--- src/rtl/multicycle_adder_pkg.sv ---
// Shared definitions for the multicycle adder: FSM encoding and default sizes.
package multicycle_adder_pkg;

    typedef enum logic [1:0] {
        IDLE = 2'd0,
        RUN  = 2'd1,
        DONE = 2'd2
    } state_e;

    localparam int DEF_WIDTH = 16;
    localparam int DEF_CHUNK = 4;

endpackage

--- src/rtl/multicycle_adder_chunk_adder.sv ---
// CHUNK-bit ripple-carry adder built from one-bit full-adder cells.
// Exposes the carry into the MSB so the caller can form signed overflow.
module chunk_adder #(
    parameter int CHUNK = 4
) (
    input  logic [CHUNK-1:0] a,
    input  logic [CHUNK-1:0] b,
    input  logic             cin,
    output logic [CHUNK-1:0] s,
    output logic             cout,
    output logic             cmsb
);

    logic [CHUNK:0] c;

    assign c[0] = cin;

    for (genvar i = 0; i < CHUNK; i++) begin : g_fa
        assign s[i]   = a[i] ^ b[i] ^ c[i];
        assign c[i+1] = (a[i] & b[i]) | (c[i] & (a[i] ^ b[i]));
    end

    assign cout = c[CHUNK];
    assign cmsb = c[CHUNK-1];

endmodule

--- src/rtl/multicycle_adder.sv ---
// Multicycle add/subtract: processes CHUNK bits per clock, WIDTH/CHUNK cycles
// per operation, followed by a one-cycle DONE state that pulses done.
//
// state | meaning
// IDLE  | waiting for start, results held
// RUN   | adding chunk k each cycle, busy=1
// DONE  | results valid, done=1 for one cycle; start here chains a new op
module multicycle_adder
    import multicycle_adder_pkg::*;
#(
    parameter int WIDTH = DEF_WIDTH,
    parameter int CHUNK = DEF_CHUNK
) (
    input  logic             Clock,
    input  logic             Resetn,
    input  logic             start,
    input  logic             sub,
    input  logic [WIDTH-1:0] a,
    input  logic [WIDTH-1:0] b,
    input  logic             cin,
    output logic             busy,
    output logic             done,
    output logic [WIDTH-1:0] sum,
    output logic             cout,
    output logic             ovf
);

    localparam int NCH = WIDTH / CHUNK;
    localparam int KW  = (NCH > 1) ? $clog2(NCH) : 1;

    state_e           state;
    state_e           state_nxt;
    logic [WIDTH-1:0] op_a;
    logic [WIDTH-1:0] op_b;
    logic             carry;
    logic [KW-1:0]    k;
    logic             last;
    logic             accept;
    logic [CHUNK-1:0] ch_s;
    logic             ch_cout;
    logic             ch_cmsb;

    assign last   = (k == KW'(NCH - 1));
    assign accept = start && (state == IDLE || state == DONE);

    chunk_adder #(.CHUNK(CHUNK)) u_chunk (
        .a    (op_a[k*CHUNK +: CHUNK]),
        .b    (op_b[k*CHUNK +: CHUNK]),
        .cin  (carry),
        .s    (ch_s),
        .cout (ch_cout),
        .cmsb (ch_cmsb)
    );

    // State register
    always_ff @(posedge Clock or negedge Resetn) begin
        if (!Resetn) state <= IDLE;
        else         state <= state_nxt;
    end

    // Next-state logic; start is only honoured outside RUN
    always_comb begin
        state_nxt = state;
        case (state)
            IDLE:    if (start) state_nxt = RUN;
            RUN:     if (last)  state_nxt = DONE;
            DONE:    state_nxt = start ? RUN : IDLE;
            default: state_nxt = IDLE;
        endcase
    end

    // Status outputs decoded from state
    always_comb begin
        busy = (state == RUN);
        done = (state == DONE);
    end

    // Operand latch and per-chunk accumulation; cout/ovf only update on the last chunk
    always_ff @(posedge Clock or negedge Resetn) begin
        if (!Resetn) begin
            op_a  <= '0;
            op_b  <= '0;
            carry <= 1'b0;
            k     <= '0;
            sum   <= '0;
            cout  <= 1'b0;
            ovf   <= 1'b0;
        end else if (accept) begin
            op_a  <= a;
            op_b  <= b ^ {WIDTH{sub}};
            carry <= sub ? 1'b1 : cin;
            k     <= '0;
        end else if (state == RUN) begin
            sum[k*CHUNK +: CHUNK] <= ch_s;
            carry                 <= ch_cout;
            k                     <= k + 1'b1;
            if (last) begin
                cout <= ch_cout;
                ovf  <= ch_cmsb ^ ch_cout;
            end
        end
    end

endmodule

--- config.mk ---
export PLATFORM = sky130hd
export DESIGN_NAME = multicycle_adder
export DESIGN_NICKNAME = d
export VERILOG_FILES = /design/src/rtl/multicycle_adder_pkg.sv /design/src/rtl/multicycle_adder_chunk_adder.sv /design/src/rtl/multicycle_adder.sv
export SDC_FILE = /design/constraint.sdc
export NUM_CORES = 1
export LEC_CHECK = 0
export CORE_ASPECT_RATIO = 0.5
export CORE_MARGIN = 5
export CORE_UTILIZATION = 55
export CTS_CLUSTER_SIZE = 40
export DETAILED_ROUTE_END_ITERATION = 16
export HOLD_SLACK_MARGIN = 0.05
export PLACE_DENSITY = 0.85
export SLEW_MARGIN = 20
export SYNTH_ARGS = -nofsm -noshare
export SYNTH_HDL_FRONTEND = slang
export SYNTH_SLANG_ARGS = --single-unit
export TNS_END_PERCENT = 30
--- constraint.sdc ---
create_clock -name Clock -period 6.7 [get_ports Clock]
set_clock_uncertainty 0.1 [all_clocks]
set_input_delay 2.01 -clock Clock [delete_from_list [all_inputs] [get_ports Clock]]
set_output_delay 2.01 -clock Clock [all_outputs]
set_load 0.1 [all_outputs]
==> results_dict.tcl <==
set metrics [dict create \
    synth_edf_count 0 \
    detail_route.wl_per_cell_um 16.1 \
    fp.dieW_um 109 \
    min_period_ns 4.79 \
    worstReg2RegStart "k[0]" \
    crit_slowest_cell "clkdlybuf4s50_1" \
    drv_slew 0 \
    final_layout_size_suffix_gt1_frac 0.129 \
    path_max_fanout 9 \
    finalHoldViolations 0 \
    slew_headroom 0.326 \
    vias 1732 \
    multi_input_area_um2 1170 \
    max_cap_violations 0 \
    clock_path_buffers 2 \
    synth_commonest_cells "dfrtp_1, nand2_1, o21ai_0, mux2_2, xnor2_1" \
    finalCritPeriodShare 0.714 \
    hold_buffers 0 \
    crit_family "buffers and inverters" \
    drt_iter0_markers 103 \
    synth.avg_cell_area_um2 12.6 \
    cts_tree "done" \
    placed_cell_area_um2 3240 \
    cts_made_buffers 5 \
    areaGrowthSynthToFinish_pct 24.1 \
    worstPathRequired_ns 4.59 \
    cts_root_buf "clkbuf_8" \
    gr-total-overflow 0 \
    synth_cell_types 33 \
    postRouteAntennaNets 0 \
    synth_top_area_frac 0.512 \
    synthFlopType "dfrtp_1" \
    crit_chain "nor2b_1 > clkdlybuf4s50_1" \
    vias_per_cell 5.19 \
    ctsResizeCount 0 \
    std_cell_rows 18 \
    synth_top_cell_by_area "dfrtp_1" \
    die_area_um2 6470 \
    syn_area_um2 2690 \
    grt_start_max_net_pins 56 \
    fin_area_um2 3340 \
    path_class "reg2out" \
    core_area_um2 4820 \
    outcome "completed" \
    setup_violations 0 \
    post_cts_buffers 0 \
    tightest_slew_ns 1.01 \
    synth_top_cells_by_area "dfrtp_1, mux2_2, xnor2_1" \
    syn-num-nets 260 \
    grt_pass1_wl_um 8980 \
    n_fill_cell 356 \
    wl_um 5380 \
    clock_latency_ns 0.31 \
    io_pins 57 \
    start_util 0.558 \
    async_flop_share 1.00 \
    worstPathArrival_ns 2.68 \
    setup_tns_ns 0 \
    end_kind "output pin" \
    gp_congestion 0.749 \
    firstDrtPassIters 4 \
    ys_ff_latch 55 \
    dp_hpwl_um 3890 \
    seqCellArea_um2 1380 \
    globalRouteTotalUtil 0.186 \
    ys_warn_count 0 \
    antenna_found_initial 0 \
    yosysMostFrequentCell "dfrtp_1" \
    path_buf_inv 1 \
    max_stage_delay_ns 1.29 \
    start_kind "register" \
    ys_seq_area_frac 0.512 \
    htreeDepth 2 \
    grt_pass1_vias 1820 \
    io_buffers 56 \
    min_from "op_b[11]" \
    clk_pin_slew_ns 0.09 \
    insertedDiodeCount 0 \
    cts.sinks 55 \
    drc 0 \
    crit_start "state[1]" \
    synthCells 213 \
    rsz0062_at_grt "no" \
    max_freq_ghz 0.209 \
    die_h_um 59.5 \
    holdCritPathClass "reg2reg" \
    final_nets 311 \
]
-- cells in the final DEF, fill, tap and decap left out, types with 3 or more instances in the layout --
| cell type | Yosys | routed |
|---|---|---|
| dfrtp_1 | 55 | 55 |
| clkdlybuf4s50_1 | 0 | 55 |
| nand2_1 | 28 | 28 |
| o21ai_0 | 22 | 22 |
| mux2_2 | 16 | 16 |
| xnor2_1 | 16 | 16 |
| inv_1 | 11 | 11 |
| ha_1 | 6 | 6 |
| mux4_2 | 5 | 5 |
| a22o_1 | 5 | 5 |
| clkbuf_8 | 0 | 5 |
| nor2b_1 | 4 | 4 |
| o2bb2ai_1 | 4 | 4 |
| fa_1 | 4 | 4 |
| mux4_1 | 3 | 3 |
| nand3_1 | 3 | 3 |
| o31ai_1 | 3 | 3 |
-- through the flow --
step | hold slack (ns) | util | worst slack (ns) | std cells
after CTS | 0.385 | 0.693 | 1.96 | 334
final | 0.379 | 0.693 | 1.91 | 334
after floorplan | 0.342 | - | 2.82 | 213
after global routing | 0.413 | 0.693 | 1.82 | 334
after detailed placement | 0.365 | 0.672 | 2.31 | 327
after global placement | 0.355 | 0.671 | 2.39 | 327
-- cells by family after synthesis --
kind of cell,after synthesis,share of synthesized area
flops,55,0.512
simple gates,46,0.0879
compound gates,36,0.0851
mux,26,0.149
buf+inv,23,0.0530
xor+xnor,17,0.0553
fa+ha+maj,10,0.0577
-- metal layers --
metal,vias up,share of wire,global-route usage
li1,832,-,-
met1,853,0.44,0.237
met2,36,0.50,0.306
met3,11,0.037,0.0435
met4,0,0.021,0.0845
met5,-,0,0
-- path summary, 6_finish.rpt --
check                            to  slack [ns]  cells past startpoint
min                        op_b[11]        0.38                      2
max in group asynchronous   op_b[3]        4.42                      1
min reg2reg                op_b[11]        0.38                      2
min in group asynchronous  op_b[14]        1.63                      1
max reg2reg                     ovf        3.10                      9
max                            busy        1.91                      2
-- flip-flops by register name, summed over array words and instances, names as in the netlist --
name and count:
carry 1, cout 1, k 2, op_a 16, op_b 16, ovf 1
state 2, sum 16
-- final cells by class --
cell class,count,share of cell area
clock inverter,1,0.00899
clock buffer,6,0.0217
timing repair buffer,56,0.167
inverter,11,0.0124
tap,70,0.0262
multi-input combinational,135,0.351
sequential,55,0.412
-- tightest hold or removal path, stage by stage (launching register included) --
cell and delay, ns:
dfrtp_1 0.34, nand2_1 0.05, o21ai_0 0.06
Power is left out: the tool's default activity adds up to more than one toggle a clock period on the data nets, which glitch-free logic cannot reach.
